[src/rtl/conv_pkg.sv]
// Shared types and elaboration-time helpers for the streaming 2D convolution engine.
package conv_pkg;

    typedef enum logic [1:0] {
        LOAD = 2'd0,
        MAC  = 2'd1,
        EMIT = 2'd2
    } state_t;

    // Width of an index over n entries, never narrower than one bit.
    function automatic int cnt_width(input int n);
        return (n <= 2) ? 1 : $clog2(n);
    endfunction

    function automatic int acc_width(input int pix_w, input int coef_w, input int taps);
        return pix_w + coef_w + $clog2(taps);
    endfunction

    function automatic int out_count(input int img_w, input int img_h, input int k);
        return (img_h - k + 1) * (img_w - k + 1);
    endfunction

endpackage

[src/rtl/conv_mac.sv]
// Registered multiply-accumulate: pixel (always unsigned) times coefficient,
// unsigned or two's complement, summed into an ACC_W-bit register.
module conv_mac #(
    parameter int PIX_W       = 8,
    parameter int COEF_W      = 8,
    parameter int ACC_W       = 20,
    parameter int SIGNED_COEF = 0
) (
    input  logic              clk,
    input  logic              rst_n,
    input  logic              i_clr,
    input  logic              i_en,
    input  logic [PIX_W-1:0]  i_pix,
    input  logic [COEF_W-1:0] i_coef,
    output logic [ACC_W-1:0]  o_acc
);

    localparam int PW = PIX_W + COEF_W;

    logic [ACC_W-1:0] w_prod;
    logic [ACC_W-1:0] r_acc;

    generate
        if (SIGNED_COEF != 0) begin : g_signed
            // The pixel gains a zero sign bit so it stays positive in the signed product.
            logic signed [PIX_W:0]    w_pix_s;
            logic signed [COEF_W-1:0] w_coef_s;
            logic signed [PW:0]       w_prod_s;
            assign w_pix_s  = {1'b0, i_pix};
            assign w_coef_s = i_coef;
            assign w_prod_s = (PW + 1)'(w_pix_s) * (PW + 1)'(w_coef_s);
            assign w_prod   = ACC_W'(w_prod_s);
        end else begin : g_unsigned
            logic [PW-1:0] w_prod_u;
            assign w_prod_u = PW'(i_pix) * PW'(i_coef);
            assign w_prod   = ACC_W'(w_prod_u);
        end
    endgenerate

    // NOTE: state registers use non-blocking assignments so every flop samples
    // pre-edge values regardless of the order blocks are evaluated in.
    always_ff @(posedge clk or negedge rst_n) begin
        if (!rst_n) begin
            r_acc <= '0;
        end else if (i_clr) begin
            r_acc <= '0;
        end else if (i_en) begin
            r_acc <= r_acc + w_prod;
        end
    end

    assign o_acc = r_acc;

endmodule

[src/rtl/conv2d_stream_engine.sv]
// Buffers one raster-order frame, then walks every valid-mode KxK window with a
// single MAC, presenting each result on a valid/ready stream.
module conv2d_stream_engine
    import conv_pkg::*;
#(
    parameter int IMG_W       = 5,
    parameter int IMG_H       = 5,
    parameter int K           = 3,
    parameter int PIX_W       = 8,
    parameter int COEF_W      = 8,
    parameter int SIGNED_COEF = 0,
    localparam int ACC_W      = acc_width(PIX_W, COEF_W, K * K),
    localparam int CA_W       = cnt_width(K * K)
) (
    input  logic              clk,
    input  logic              rst_n,
    input  logic              coef_we,
    input  logic [CA_W-1:0]   coef_addr,
    input  logic [COEF_W-1:0] coef_wdata,
    input  logic              pix_valid,
    output logic              pix_ready,
    input  logic [PIX_W-1:0]  pix_data,
    output logic              out_valid,
    input  logic              out_ready,
    output logic [ACC_W-1:0]  out_data,
    output logic              out_last,
    output logic              busy
);

    localparam int KK        = K * K;
    localparam int NPIX      = IMG_W * IMG_H;
    localparam int PIX_IDX_W = cnt_width(NPIX);
    localparam int TAP_W     = cnt_width(KK + 1);
    localparam int OY_W      = cnt_width(IMG_H);
    localparam int OX_W      = cnt_width(IMG_W);
    localparam int M_W       = cnt_width(K + 1);
    localparam int N_W       = cnt_width(K);

    state_t                 r_state;
    logic [PIX_IDX_W-1:0]   r_pix_cnt;
    logic [OY_W-1:0]        r_oy;
    logic [OX_W-1:0]        r_ox;
    logic [M_W-1:0]         r_m;
    logic [N_W-1:0]         r_n;
    logic [TAP_W-1:0]       r_tap;
    logic                   r_pix_ready;
    logic                   r_busy;
    logic                   r_out_valid;
    logic                   r_out_last;
    logic [ACC_W-1:0]       r_out_data;
    logic [COEF_W-1:0]      r_coef [KK];
    logic [PIX_W-1:0]       r_buf  [NPIX];

    logic [PIX_IDX_W-1:0]   w_buf_idx;
    logic                   w_mac_clr;
    logic                   w_mac_en;
    logic                   w_pix_xfer;
    logic [ACC_W-1:0]       w_acc;

    assign w_pix_xfer = pix_valid && r_pix_ready;
    assign w_buf_idx  = PIX_IDX_W'((32'(r_oy) + 32'(r_m)) * 32'(IMG_W) + 32'(r_ox) + 32'(r_n));
    // The accumulator sits at zero outside MAC, so every window starts clean.
    assign w_mac_clr  = (r_state != MAC);
    assign w_mac_en   = (r_state == MAC) && (r_tap != TAP_W'(KK));

    conv_mac #(
        .PIX_W       (PIX_W),
        .COEF_W      (COEF_W),
        .ACC_W       (ACC_W),
        .SIGNED_COEF (SIGNED_COEF)
    ) u_mac (
        .clk    (clk),
        .rst_n  (rst_n),
        .i_clr  (w_mac_clr),
        .i_en   (w_mac_en),
        .i_pix  (r_buf[w_buf_idx]),
        .i_coef (r_coef[r_tap[CA_W-1:0]]),
        .o_acc  (w_acc)
    );

    // NOTE: the frame buffer has no reset; every entry is rewritten by the
    // incoming frame before the MAC phase can read it.
    always_ff @(posedge clk) begin
        if (w_pix_xfer) begin
            r_buf[r_pix_cnt] <= pix_data;
        end
    end

    always_ff @(posedge clk or negedge rst_n) begin
        if (!rst_n) begin
            for (int i = 0; i < KK; i++) begin
                r_coef[i] <= '0;
            end
        end else if (r_state == LOAD && coef_we && ({1'b0, coef_addr} < (CA_W + 1)'(KK))) begin
            r_coef[coef_addr] <= coef_wdata;
        end
    end

    always_ff @(posedge clk or negedge rst_n) begin
        if (!rst_n) begin
            r_state     <= LOAD;
            r_pix_cnt   <= '0;
            r_oy        <= '0;
            r_ox        <= '0;
            r_m         <= '0;
            r_n         <= '0;
            r_tap       <= '0;
            r_pix_ready <= 1'b1;
            r_busy      <= 1'b0;
            r_out_valid <= 1'b0;
            r_out_last  <= 1'b0;
            r_out_data  <= '0;
        end else begin
            case (r_state)
                LOAD: begin
                    if (w_pix_xfer) begin
                        if (r_pix_cnt == PIX_IDX_W'(NPIX - 1)) begin
                            r_pix_cnt   <= '0;
                            r_oy        <= '0;
                            r_ox        <= '0;
                            r_m         <= '0;
                            r_n         <= '0;
                            r_tap       <= '0;
                            r_pix_ready <= 1'b0;
                            r_busy      <= 1'b1;
                            r_state     <= MAC;
                        end else begin
                            r_pix_cnt <= r_pix_cnt + 1'b1;
                        end
                    end
                end
                MAC: begin
                    // One extra cycle at tap==K*K lets the last product land in the accumulator.
                    if (r_tap == TAP_W'(KK)) begin
                        r_out_data  <= w_acc;
                        r_out_valid <= 1'b1;
                        r_out_last  <= (r_oy == OY_W'(IMG_H - K)) && (r_ox == OX_W'(IMG_W - K));
                        r_state     <= EMIT;
                    end else begin
                        r_tap <= r_tap + 1'b1;
                        if (r_n == N_W'(K - 1)) begin
                            r_n <= '0;
                            r_m <= r_m + 1'b1;
                        end else begin
                            r_n <= r_n + 1'b1;
                        end
                    end
                end
                EMIT: begin
                    if (out_ready) begin
                        r_out_valid <= 1'b0;
                        r_out_last  <= 1'b0;
                        if (r_out_last) begin
                            r_pix_ready <= 1'b1;
                            r_busy      <= 1'b0;
                            r_state     <= LOAD;
                        end else begin
                            if (r_ox == OX_W'(IMG_W - K)) begin
                                r_ox <= '0;
                                r_oy <= r_oy + 1'b1;
                            end else begin
                                r_ox <= r_ox + 1'b1;
                            end
                            r_tap   <= '0;
                            r_m     <= '0;
                            r_n     <= '0;
                            r_state <= MAC;
                        end
                    end
                end
                default: r_state <= LOAD;
            endcase
        end
    end

    assign pix_ready = r_pix_ready;
    assign busy      = r_busy;
    assign out_valid = r_out_valid;
    assign out_last  = r_out_last;
    assign out_data  = r_out_data;

endmodule

[config.mk]
export PLATFORM = sky130hd
export DESIGN_NAME = conv2d_stream_engine
export DESIGN_NICKNAME = d
export VERILOG_FILES = /design/src/rtl/conv_pkg.sv /design/src/rtl/conv_mac.sv /design/src/rtl/conv2d_stream_engine.sv
export SDC_FILE = /design/constraint.sdc
export NUM_CORES = 1
export LEC_CHECK = 0
export CAP_MARGIN = 20
export CORE_UTILIZATION = 56
export CTS_CLUSTER_SIZE = 10
export DETAILED_ROUTE_END_ITERATION = 10
export MAX_ROUTING_LAYER = met4
export PLACE_DENSITY = 0.76
export SLEW_MARGIN = 0
export SYNTH_ARGS = -nofsm -noshare
export SYNTH_HDL_FRONTEND = slang
export SYNTH_SLANG_ARGS = --single-unit
[constraint.sdc]
create_clock -name clk -period 7.1 [get_ports clk]
set_input_delay 1.775 -clock clk [delete_from_list [all_inputs] [get_ports clk]]
set_output_delay 1.775 -clock clk [all_outputs]
set_load 0.02 [all_outputs]
# After elaboration in Yosys (flattened, before gate mapping)
# Memories as Yosys holds them, arrays and structs flattened.
# Index checks and enable logic that the tools add are counted.
[word_totals]
n_memories = 1
inputBits = 25
mem_bits_rw = 200
word_cells = 137
out_inout_bits = 24
register_bits = 137
mem_bits_ro = 0
latch_bits = 0
[op_classes]
reduce_logical = 20
n_shift = 0
magnitude_cmp = 4
muxes = 58
multipliers = 2
div = 0
bitwise_logic = 2
n_eq_ne = 18
n_addsub = 10
[memory_table]
columns = ["memory", "depth", "width", "rd", "rd_clocked_by_memory_dff", "write_ports", "line", "rtl"]
rows = [
  ["r_buf", 25, 8, 1, 0, 1, "conv2d_stream_engine.sv:52", "logic [PIX_W-1:0] r_buf [NPIX];"],
]
[ops]
columns = ["op", "n"]
rows = [
  ["bitwise mux 72 bit", 1],
  ["two-way mux 20 bit", 2],
  ["binary-select mux 8 bit (select 4 bit)", 1],
  ["demux 8 bit (select 4 bit)", 1],
  ["two-way mux 2 bit", 12],
  ["two-way mux 3 bit", 8],
  ["two-way mux 8 bit", 3],
  ["adder 20 x 16 -> 20 bit", 1],
  ["two-way mux 4 bit", 5],
  ["case mux 2 bit (3 select lines)", 3],
  ["multiplier 8 x 8 -> 16 bit", 1],
  ["two-way mux 1 bit", 14],
  ["inequality test 2 bit (second input constant)", 6],
  ["case mux 3 bit (2 select lines)", 2],
  ["case mux 4 bit (3 select lines)", 1],
  ["AND reduction 6 bit", 2],
  ["greater-or-equal comparator 5 bit (second input constant)", 2],
  ["NOT 4 -> 5 bit", 2],
  ["AND reduction 5 bit", 2],
  ["inequality test 2 x 1 -> 1 bit (second input constant)", 4],
  ["case mux 1 bit (2 select lines)", 4],
  ["AND reduction 7 bit", 1],
  ["adder 3 x 1 -> 3 bit (second input constant)", 2],
  ["equality test 3 x 2 -> 1 bit (second input constant)", 2],
  ["22 further kinds", 32],
]

# Longest topological paths before layout
# Gate-level depths: netlist of run 1.
# An unclocked memory read counts as a cell.
[logic_depth]
depth_word = 9
ltp_mapped = 31
ltp_nobuf = 28

# Cells and area by module
# Synthesis of run 1 repeated with hierarchy kept, for this count alone.
[hier_totals]
hier_cells = 1192
area_unflattened_um2 = 17052.6
[by_module_without_submodules]
columns = ["mod", "instances", "cells_each", "seq_area_each_um2", "area_per_inst_um2"]
rows = [
  ["conv2d_stream_engine", 1, 776, 8934.8, 13471.7],
  ["conv_mac", 1, 416, 500.5, 3580.9],
]

# Worst setup path after synthesis of run 1
# Ideal clock, no wire load.
[synth_timing]
kind = "register -> register"
from = "register r_oy[0]"
to = "register u_mac.r_acc[19] (netlist: u_mac.o_acc[19])"
synth_period_minus_slack_ns = 7.422
slack_ns = -0.322
setup_time_ns = 0.078
arrival_ns = 7.344
n_path_buf = 2
required_time_ns = 7.022
stages_incl_launch_ff = 28
cell_sequence = "dfrtp_1 ha_1 inv_1 fa_1 fa_1 inv_1 fa_1 buf_4 buf_6 mux4_2 mux2_2 a21oi_1 o21ai_0 nand2_1 fa_1 fa_1 inv_1 fa_1 inv_1 fa_1 inv_1 ha_1 o21a_1 o31a_1 o2111ai_1 a2111o_1 a2111oi_0 o21bai_1"
[synth_between]
elab_chain_len = 9
[synth_lines]
columns = ["item", "line", "rtl"]
rows = [
  ["from (decl)", "conv2d_stream_engine.sv:41", "logic [OY_W-1:0] r_oy;"],
  ["from (signal assigned)", "conv2d_stream_engine.sv:160", "r_oy <= r_oy + 1'b1;"],
  ["adder 3 x 2 -> 4 bit", "conv2d_stream_engine.sv:61", "assign w_buf_idx = PIX_IDX_W'((32'(r_oy) + 32'(r_m)) * 32'(IMG_W) + 32'(r_ox) + 32'(r_n));"],
  ["multiplier 4 x 3 -> 5 bit", "conv2d_stream_engine.sv:61", ""],
  ["adder 5 x 3 -> 5 bit", "conv2d_stream_engine.sv:61", ""],
  ["adder 5 x 2 -> 5 bit", "conv2d_stream_engine.sv:61", ""],
  ["memory read (25 x 8 bit)", "--", ""],
  ["multiplier 8 x 8 -> 16 bit", "conv_mac.sv:35", "assign w_prod_u = PW'(i_pix) * PW'(i_coef);"],
  ["adder 20 x 16 -> 20 bit", "conv_mac.sv:48", "r_acc <= r_acc + w_prod;"],
  ["two-way mux 20 bit", "conv_mac.sv:47", "end else if (i_en) begin"],
  ["two-way mux 20 bit", "conv_mac.sv:45", "end else if (i_clr) begin"],
  ["to (signal assigned)", "conv_mac.sv:48", ""],
  ["to (decl)", "conv_mac.sv:21", "logic [ACC_W-1:0] r_acc;"],
]
# No other way between the ends. The select of a mux whose other input is x is not followed.
# A chain may end at the register's enable or synchronous reset.

# Worst setup path in the final report of run 1
[layout_timing]
from = "register r_oy[0]"
to = "register u_mac.r_acc[18] (netlist: u_mac.o_acc[18])"
# Same word-level chain as after synthesis.

==> impl_metrics.py, run 1 <==
metrics = {
    "timing": {
        "post-route-worst-setup-slack_ns": -0.882,
        "fin_setup_tns_ns": -8.13,
        "part_of_the_cycle_the_worst_path_needs_pct": 112,
        "finalHoldViolations": 0,
        "grt_setup_unrepaired": "yes",
        "drv_slew": 0,
        "peak_freq_mhz": 125,
        "finalWorstPathRequiredPeriod_ns": 7.98,
        "setup_viol_count_final": 14,
        "worst_pin_slew_ns": 1.22,
        "relSlewSlack_pct": 17.4,
        "skew_ns": 0.0177,
    },
    "synth": {
        "yosys.area_share.adder_pct": 10.7,
        "synth.top_cells.by_count": "sky130_fd_sc_hd__edfxtp_1 (200), sky130_fd_sc_hd__dfrtp_1 (136), sky130_fd_sc_hd__inv_1 (120)",
        "synth_sequential_area_ratio_pct": 55.5,
        "synth-compound-area-share_pct": 5.78,
        "post_synthesis_share_of_cell_area_spent_on_xor_and_xnor_gates_pct": 1.07,
        "yosys.area.top_type": "sky130_fd_sc_hd__edfxtp_1",
        "synth_mux_area_share_pct": 14.6,
        "synthSimpleGateAreaFrac_pct": 8.38,
        "ys.warnings.count": 0,
        "ys_async_sr_fraction_pct": 40.7,
        "synth_top_area_share_pct": 35.3,
        "ys_ff_latch": 337,
        "postSynthNetCount": 1401,
        "post-synth-top-count-cell": "sky130_fd_sc_hd__edfxtp_1",
        "post_synth_instance_area_um2": 17000,
        "syn-mean-instance-area_um2": 13.5,
        "largest_family_of_logic_cells_by_synthesized_area": "multiplexers",
        "synth_area_leaders": "sky130_fd_sc_hd__edfxtp_1 (35%), sky130_fd_sc_hd__dfrtp_1 (20%), sky130_fd_sc_hd__mux4_2 (7.4%)",
        "synth_ff_type": "sky130_fd_sc_hd__edfxtp_1",
        "netlist-cell-type-count": 69,
        "number_of_synthesized_flops_with_an_enable_pin": 200,
        "postSynthCellCount": 1263,
    },
    "status": {
        "violated_checks": "setup timing",
        "run_status": "complete, but fails checks",
    },
    "grt": {
        "grt_antenna_before_repair": 1,
        "grt-busiest-layer": "met2",
        "global_route.usage.met3_pct": 4.09,
        "maximum_number_of_pins_on_one_net_before_global_route_repair": 90,
        "grt_util_met2_pct": 41.2,
        "global_route_wire_length_before_repair_um": 60800,
        "first_global_vias": 11104,
        "track_usage_pct": 26.4,
        "overflow": 0,
        "grtUsageMet1_pct": 35.9,
    },
    "cells_and_area": {
        "fill_cells": 1946,
        "post_route_cells_drive_above_1_share_pct": 29.1,
        "finish.cell_count_without_fillers": 1826,
        "layout.nets": 1556,
        "synthToLayoutAreaGrowth_pct": 20.8,
    },
    "worst_setup_path": {
        "worstSetupStartpointType": "flop",
        "worst-r2r-setup-slack_ns": -0.88,
        "crit_slowest_cell": "sky130_fd_sc_hd__fa_4",
        "cpPeakStageDelay_ns": 0.93,
        "worstPathMaxFanout": 8,
        "cp.required_ns": 7.51,
        "worstReg2RegEnd": "u_mac.o_acc[18]",
        "r2r-start": "r_oy[0]",
        "timing.critical_path.arrival_ns": 8.39,
        "crit_type": "flop to flop",
        "startpoint": "r_oy[0]",
        "timing.critical_path.mode_cell": "sky130_fd_sc_hd__fa_1",
        "r2r_cells": 28,
        "worstSetupEndpointType": "flop",
        "crit_path_end": "u_mac.o_acc[18]",
    },
    "clock_tree": {
        "tritoncts": "built",
        "cts_root_buf": "sky130_fd_sc_hd__clkbuf_16",
        "clockBufferDepth": 3,
        "cts_buffers": 40,
        "ctsHtreeMaxLevel": 2,
        "post_cts_clock_slew_at_the_launch_and_capture_registers_of_the_worst_setup_and_hold_paths_ns": 0.05,
        "tritoncts_num_sinks": 337,
        "clkLatencyLatePin_ns": 0.55,
    },
    "die": {
        "io-pin-count": 49,
        "num_rows": 63,
        "total_die_area_um2": 31100,
        "starting_density_of_the_core_pct": 57.2,
        "die_height_um": 176,
        "die_w_um": 176,
        "placeable_core_area_um2": 29700,
    },
    "route": {
        "drtIter0Drc": 1077,
        "routed_wire_length_per_instance_um": 20.9,
        "drc": 0,
        "drt_pre_antenna_iters": 5,
        "wl_um": 38200,
        "final_antenna_violating_net_count": 0,
        "detailroute.via_count": 10718,
        "route.detailed.vias_per_inst": 5.87,
    },
    "placed_design": {
        "preCtsSetupSlack_ns": -0.790,
        "hpwl_reported_at_the_end_of_detailed_placement_um": 25200,
        "io_buffer_count": 48,
        "routability_congestion": 0.908,
        "dp.cells": 1738,
    },
    "flow_run": {
        "cap_violations": 0,
    },
    "hold_path": {
        "holdCritPathClass": "flop to flop",
    },
}
## logic make-up after synthesis
| group | count (synthesis) |
|---|---|
| buffers and inverters | 164 |
| multiplexers | 166 |
| AO/OA/AOI/OAI | 157 |
| AND/OR/NAND/NOR | 307 |
| XOR/XNOR | 19 |
| flip-flops | 337 |
| adder cells (fa/ha/maj) | 113 |
## worst min-delay path by stage
stage                        end      startpoint  cells after the start
finish               out_data[0]     out_data[0]                      2
global route        out_data[16]    out_data[16]                      2
CTS                  out_data[0]     out_data[0]                      2
detailed placement   out_data[0]     out_data[0]                      2
global placement    out_data[10]    out_data[10]                      2
floorplan            out_data[9]  u_mac.o_acc[9]                      2
## stage by stage
stage	hold slack [ns]	cell area, µm²	util (%)
final	0.470	20500	69.1
after global routing	0.496	20500	69.1
after CTS	0.477	20200	68.1
after detailed placement	0.465	18600	62.6
after global placement	0.457	18600	62.6
after floorplan	0.452	17100	-
## timing repair
| item | in CTS | in global routing |
|---|---|---|
| endpoints found under the hold margin | 0 | 0 |
| buffers inserted | 16 | 12 |
| cloned | 2 | 0 |
| endpoints found under the setup margin | 14 | 15 |
| pin swaps | 28 | 47 |
| resized for setup | 71 | 60 |
| hold buffers | 0 | 0 |
## layout make-up
class / instances / area (µm²) / area share (%)
diodes: 1 / 2.50 / 0.0122
inverters: 120 / 450 / 2.19
clock buffers: 54 / 1060 / 5.18
clock inverters: 5 / 100 / 0.487
well taps: 390 / 488 / 2.38
flip-flops and latches: 337 / 9440 / 45.9
repair buffers: 157 / 1510 / 7.33
multi-input cells: 762 / 7490 / 36.5
## per-layer routing
metal	vias up	part of all wire, %
met2	395	49
li1	4823	-
met4	0	2.9
met3	82	6.5
met5	-	0
met1	5418	42
## worst max-delay path: cells and delay by family (launching register included)
family,cells,cell delay (ns)
muxes,2,0.84
and+or+nand+nor,1,0.03
DFF,1,0.40
adders and majority gates,9,4.27
buffers and inverters,8,0.67
AOI/OAI and AO/OA,8,1.65
## layout by cell type, fill, tap and decap left out, types with 47 or more instances in the layout
| master | synthesis | routed |
|---|---|---|
| sky130_fd_sc_hd__buf_4 | 7 | 85 |
| sky130_fd_sc_hd__clkdlybuf4s50_1 | 0 | 47 |
| sky130_fd_sc_hd__dfrtp_1 | 136 | 136 |
| sky130_fd_sc_hd__edfxtp_1 | 200 | 200 |
| sky130_fd_sc_hd__ha_1 | 59 | 47 |
| sky130_fd_sc_hd__inv_1 | 120 | 108 |
| sky130_fd_sc_hd__mux2_2 | 93 | 91 |
| sky130_fd_sc_hd__mux4_2 | 56 | 56 |
| sky130_fd_sc_hd__nand2_1 | 116 | 112 |
| sky130_fd_sc_hd__nor2_1 | 94 | 86 |
## registers in the layout (all words and copies together), names as in the netlist
signal       count
pix_ready        1
r_state          2
r_n              2
r_m              2
u_mac.o_acc     20
r_coef          72
r_buf          200
r_pix_cnt        5
out_data        20
r_oy             3
out_valid        1
busy             1
r_tap            4
r_ox             3
out_last         1
Power of run 1 is left out: the tool's default activity adds up to more than one toggle a clock period on the data nets, which glitch-free logic cannot reach.
==> run 2: changes to the inputs <==
--- a/config.mk
+++ b/config.mk
@@ -15,3 +15,4 @@
 export SYNTH_ARGS = -nofsm -noshare
 export SYNTH_HDL_FRONTEND = slang
 export SYNTH_SLANG_ARGS = --single-unit
+export TNS_END_PERCENT = 30
==> run 2 against run 1 <==
Net effect:
- the run still ends with setup timing left
- flip-flop and latch count stayed put
- die area stayed put
- global-route usage is 0.059 points higher
- critical path type unchanged
- highest routed layer unchanged
==> impl_metrics.py, run 2 (same netlist as run 1, synthesis figures left out) <==
metrics = {
    "die": {
        "placeable_core_area_um2": 29700,
        "die_w_um": 176,
        "total_die_area_um2": 31100,
        "die_height_um": 176,
        "starting_density_of_the_core_pct": 57.2,
        "num_rows": 63,
        "io-pin-count": 49,
    },
    "clock_tree": {
        "cts_root_buf": "sky130_fd_sc_hd__clkbuf_16",
        "clockBufferDepth": 3,
        "tritoncts": "built",
        "post_cts_hold_buffer_count": 0,
        "post_cts_clock_slew_at_the_launch_and_capture_registers_of_the_worst_setup_and_hold_paths_ns": 0.06,
        "ctsHtreeMaxLevel": 2,
        "tritoncts_num_sinks": 337,
        "clkLatencyLatePin_ns": 0.55,
        "cts_buffers": 40,
    },
    "flow_run": {
        "cap_violations": 0,
    },
    "timing": {
        "finalWorstPathRequiredPeriod_ns": 7.79,
        "peak_freq_mhz": 128,
        "post-route-worst-setup-slack_ns": -0.693,
        "relSlewSlack_pct": 17.9,
        "finalHoldViolations": 0,
        "worst_pin_slew_ns": 1.22,
        "fin_hold_ws_ns": 0.469,
        "fin_setup_tns_ns": -5.40,
        "grt_setup_unrepaired": "yes",
        "drv_slew": 0,
        "skew_ns": 0.0310,
        "setup_viol_count_final": 13,
        "part_of_the_cycle_the_worst_path_needs_pct": 110,
    },
    "cells_and_area": {
        "leading_cell_types_in_the_layout_fill_and_taps_excluded": "sky130_fd_sc_hd__edfxtp_1 (200), sky130_fd_sc_hd__dfrtp_1 (136), sky130_fd_sc_hd__nand2_1 (107)",
        "n_antenna_cell": 0,
        "largest_register_ff_count": 200,
        "synthToLayoutAreaGrowth_pct": 21.1,
        "top_regs": "r_buf (200), r_coef (72)",
        "post_route_cells_drive_above_1_share_pct": 29.3,
        "layout.cells.most_common": "sky130_fd_sc_hd__edfxtp_1",
        "largest-register": "r_buf",
        "layout.nets": 1560,
        "fill_cells": 1890,
    },
    "route": {
        "drtIter0Drc": 910,
        "final_antenna_violating_net_count": 0,
        "detailroute.via_count": 10784,
        "wl_um": 38700,
        "route.detailed.vias_per_inst": 5.86,
        "drt_pre_antenna_iters": 5,
        "routed_wire_length_per_instance_um": 21.0,
        "drc": 0,
    },
    "worst_setup_path": {
        "worstSetupEndpointType": "flop",
        "critPathTopFamily": "adder cells",
        "worstSetupStartpointType": "flop",
        "timing.critical_path.arrival_ns": 8.24,
        "worstPathMaxFanout": 5,
        "crit_type": "flop to flop",
        "crit_slowest_cell": "sky130_fd_sc_hd__fa_4",
        "cpPeakStageDelay_ns": 0.79,
        "crit_buf_inv": 9,
        "cp.required_ns": 7.55,
        "r2r-start": "r_oy[0]",
        "startpoint": "r_oy[0]",
        "timing.critical_path.mode_cell": "sky130_fd_sc_hd__fa_1",
    },
    "grt": {
        "track_usage_pct": 26.4,
        "grt_antenna_before_repair": 0,
        "maximum_number_of_pins_on_one_net_before_global_route_repair": 101,
        "first_global_vias": 11362,
        "overflow": 0,
        "global_route_wire_length_before_repair_um": 60500,
    },
    "status": {
        "violated_checks": "setup timing",
        "run_status": "complete, but fails checks",
    },
    "hold_path": {
        "hp-start": "out_data[12]",
        "holdCritPathClass": "flop to flop",
    },
    "placed_design": {
        "io_buffer_count": 48,
        "hpwl_reported_at_the_end_of_detailed_placement_um": 25000,
        "routability_congestion": 0.933,
    },
}
-- run 2: cell types whose count changed in the layout (fill, tap and decap cells not counted), moves of 5 or more --
cell / previous run / this run
sky130_fd_sc_hd__clkbuf_1: 13 / 24
sky130_fd_sc_hd__fa_1: 46 / 41
sky130_fd_sc_hd__fa_2: 7 / 12
sky130_fd_sc_hd__inv_1: 108 / 103
sky130_fd_sc_hd__nand2_1: 112 / 107
-- run 2: area by class of cell --
| cell class | instances | area (µm²) | area share (%) |
|---|---|---|---|
| clock buffer | 66 | 1120 | 5.43 |
| tap | 390 | 488 | 2.37 |
| timing repair buffer | 161 | 1610 | 7.83 |
| inverter | 120 | 453 | 2.20 |
| sequential | 337 | 9440 | 45.8 |
| multi-input combinational | 762 | 7390 | 35.9 |
| clock inverter | 5 | 92.6 | 0.450 |
-- run 2: worst paths after layout --
kind | to | slack [ns] | cells after the start
min in group asynchronous | out_data[3] | 1.30 | 1
worst min register to register | out_data[12] | 0.47 | 2
worst max-delay path | u_mac.o_acc[19] | -0.69 | 30
worst min-delay path | out_data[12] | 0.47 | 2
worst max register to register | u_mac.o_acc[19] | -0.69 | 30
max in group asynchronous | r_coef[6] | 4.72 | 2
-- run 2: what timing repair did --
action / 4_1_cts / 5_1_grt
buffers inserted: 22 / 8
cloned: 3 / 0
endpoints found under the setup margin: 14 / 14
pin swaps: 40 / 47
resized for setup: 93 / 42
-- run 2: per-layer routing --
metal	share of wire (%)	GRT usage, %	up-vias	routed length, µm
met2	48	41.4	381	18800
met4	2.5	8.77	0	975
met3	5.6	4.05	77	2170
li1	-	-	4843	-
met5	0	-	-	0
met1	43	35.6	5483	16800
-- run 2: tightest hold or removal path, cell delays in order, from the launching register on --
cell and delay [ns]:
sky130_fd_sc_hd__dfrtp_1 0.33, sky130_fd_sc_hd__nand2_1 0.05, sky130_fd_sc_hd__nand2_1 0.05
-- run 2: metrics by stage --
step                setup slack, ns  instance area [µm²]  cells  util, %
floorplan                   -0.0966                17100   1263        -
global placement             -0.671                18500   1737     62.4
detailed placement           -0.820                18500   1737     62.4
CTS                          -0.678                20400   1833     68.5
global route                 -0.876                20600   1841     69.3
finish                       -0.693                20600   1841     69.3
Power of run 2 is left out for the same reason.
==> run 3: changes to the inputs <==
--- a/config.mk
+++ b/config.mk
@@ -10,7 +10,7 @@
 export CTS_CLUSTER_SIZE = 10
 export DETAILED_ROUTE_END_ITERATION = 10
 export MAX_ROUTING_LAYER = met4
-export PLACE_DENSITY = 0.76
+export PLACE_DENSITY = 0.81
 export SLEW_MARGIN = 0
 export SYNTH_ARGS = -nofsm -noshare
 export SYNTH_HDL_FRONTEND = slang
==> run 3 against run 2 <==
Net effect:
- the run still ends with setup timing left
- flip-flop and latch count is the same
- worst hold slack lost 0.0027 ns
- non-clock buffer count up 12
- sequential share of layout area is 0.16 points lower
- utilization rose by 0.24 points
- setup slack lost 0.072 ns
- via count increased by 4.3%
- wire length is 9.0% higher
- critical endpoint unchanged
==> impl_metrics.py, run 3 (same netlist as run 1, synthesis figures left out) <==
metrics = {
    "status": {
        "run_status": "complete, but fails checks",
        "violated_checks": "setup timing",
    },
    "cells_and_area": {
        "largest-register": "r_buf",
        "top_regs": "r_buf (200), r_coef (72)",
        "layout.nets": 1572,
        "synthToLayoutAreaGrowth_pct": 21.5,
        "largest_register_ff_count": 200,
        "leading_cell_types_in_the_layout_fill_and_taps_excluded": "sky130_fd_sc_hd__edfxtp_1 (200), sky130_fd_sc_hd__dfrtp_1 (136), sky130_fd_sc_hd__nand2_1 (111)",
        "layout.core_utilization_pct": 69.5,
        "post_route_cells_drive_above_1_share_pct": 30.2,
        "layout.cell_area.non_filler_um2": 20700,
        "n_antenna_cell": 0,
        "layout.cells.most_common": "sky130_fd_sc_hd__edfxtp_1",
    },
    "route": {
        "routed_wire_length_per_instance_um": 23.0,
        "wl_um": 42200,
        "detailroute.via_count": 11246,
        "drc": 0,
        "drtIter0Drc": 1222,
        "final_antenna_violating_net_count": 0,
        "drt_pre_antenna_iters": 5,
        "route.detailed.vias_per_inst": 6.13,
    },
    "worst_setup_path": {
        "crit_path_end": "u_mac.o_acc[19]",
        "worstPathMaxFanout": 8,
        "worstSetupEndpointType": "flop",
        "r2r-start": "r_oy[0]",
        "worst-r2r-setup-slack_ns": -0.76,
        "cp.required_ns": 7.56,
        "worstSetupStartpointType": "flop",
        "startpoint": "r_oy[0]",
        "crit_slowest_cell": "sky130_fd_sc_hd__fa_4",
        "worstReg2RegEnd": "u_mac.o_acc[19]",
        "r2r_cells": 29,
        "timing.critical_path.mode_cell": "sky130_fd_sc_hd__fa_1",
        "cpPeakStageDelay_ns": 0.69,
        "timing.critical_path.arrival_ns": 8.32,
        "crit_type": "flop to flop",
    },
    "placed_design": {
        "routability_congestion": 0.905,
        "hpwl_reported_at_the_end_of_detailed_placement_um": 25600,
        "io_buffer_count": 48,
        "detailed_place.area_um2": 18600,
    },
    "timing": {
        "relSlewSlack_pct": 26.9,
        "post-route-worst-setup-slack_ns": -0.765,
        "grt_setup_unrepaired": "yes",
        "finalWorstPathRequiredPeriod_ns": 7.86,
        "drv_slew": 0,
        "finalHoldViolations": 0,
        "peak_freq_mhz": 127,
        "worst_pin_slew_ns": 1.08,
        "part_of_the_cycle_the_worst_path_needs_pct": 111,
        "skew_ns": 0.0417,
        "setup_viol_count_final": 14,
    },
    "grt": {
        "global_route_wire_length_before_repair_um": 63800,
        "overflow": 0,
        "first_global_vias": 11451,
        "maximum_number_of_pins_on_one_net_before_global_route_repair": 79,
        "grt_antenna_before_repair": 0,
        "track_usage_pct": 28.0,
    },
    "hold_path": {
        "holdCritPathClass": "flop to flop",
    },
    "clock_tree": {
        "ctsHtreeMaxLevel": 2,
        "cts_buffers": 40,
        "post_cts_clock_slew_at_the_launch_and_capture_registers_of_the_worst_setup_and_hold_paths_ns": 0.06,
        "tritoncts": "built",
        "tritoncts_num_sinks": 337,
        "cts_root_buf": "sky130_fd_sc_hd__clkbuf_16",
        "clkLatencyLatePin_ns": 0.56,
        "post_cts_hold_buffer_count": 0,
        "clockBufferDepth": 3,
    },
    "die": {
        "starting_density_of_the_core_pct": 57.2,
        "io-pin-count": 49,
        "num_rows": 63,
        "total_die_area_um2": 31100,
        "die_w_um": 176,
        "placeable_core_area_um2": 29700,
        "die_height_um": 176,
    },
    "flow_run": {
        "cap_violations": 0,
    },
}
[run 3: changes by cell type in the layout (fill, tap and decap cells not counted), sizes merged]
cell,previous run,this run
clkbuf,66,49
buf,114,126
bufinv,0,1
clkinvlp,1,0
[run 3: worst min path at each step]
stage	from	to	slack, ns	depth (start not counted)
6_report	out_data[0]	out_data[0]	0.47	2
5_1_grt	out_data[1]	out_data[1]	0.50	2
4_1_cts	out_data[0]	out_data[0]	0.47	2
3_5_place_dp	out_data[0]	out_data[0]	0.46	2
3_3_place_gp	out_data[8]	out_data[8]	0.46	2
2_1_floorplan	u_mac.o_acc[9]	out_data[9]	0.45	2
[run 3: final cells by class]
class	instances	area, µm²
Inverter	120	450
Fill cell	1836	9060
Clock inverter	5	114
Sequential cell	337	9440
Clock buffer	49	1040
Tap cell	390	488
Timing Repair Buffer	173	1660
Multi-Input combinational cell	762	7460
[run 3: timing repair]
action	4_1_cts	5_1_grt
pin swaps	71	56
setup buffers	20	15
cloned	1	0
resized for setup	87	56
setup endpoints to repair	14	15
[run 3: worst max-delay path, delay by kind of cell (launching register included)]
family          cells  cell delay, ns
buf+inv             8            0.71
mux                 2            0.47
simple gates        2            0.44
flops               1            0.42
compound gates      8            1.65
fa+ha+maj           9            4.10
[run 3: stage by stage]
stage,setup TNS (ns),cells,hold slack [ns],setup slack [ns]
after floorplan,-0.199,1263,0.452,-0.0966
after global placement,-6.53,1745,0.457,-0.703
after detailed placement,-8.30,1745,0.462,-0.878
after CTS,-7.97,1820,0.475,-0.817
after global routing,-9.45,1836,0.503,-0.938
final,-6.68,1836,0.467,-0.765
[run 3: per-layer routing]
layer  vias to the layer above  wire, µm  GRT usage (%)
met4                         0      1160           7.97
met1                      5678     16600           36.3
li1                       4850         -              -
met2                       609     21100           46.1
met5                         -         0              -
met3                       109      3350           4.48
Power of run 3 is left out for the same reason.
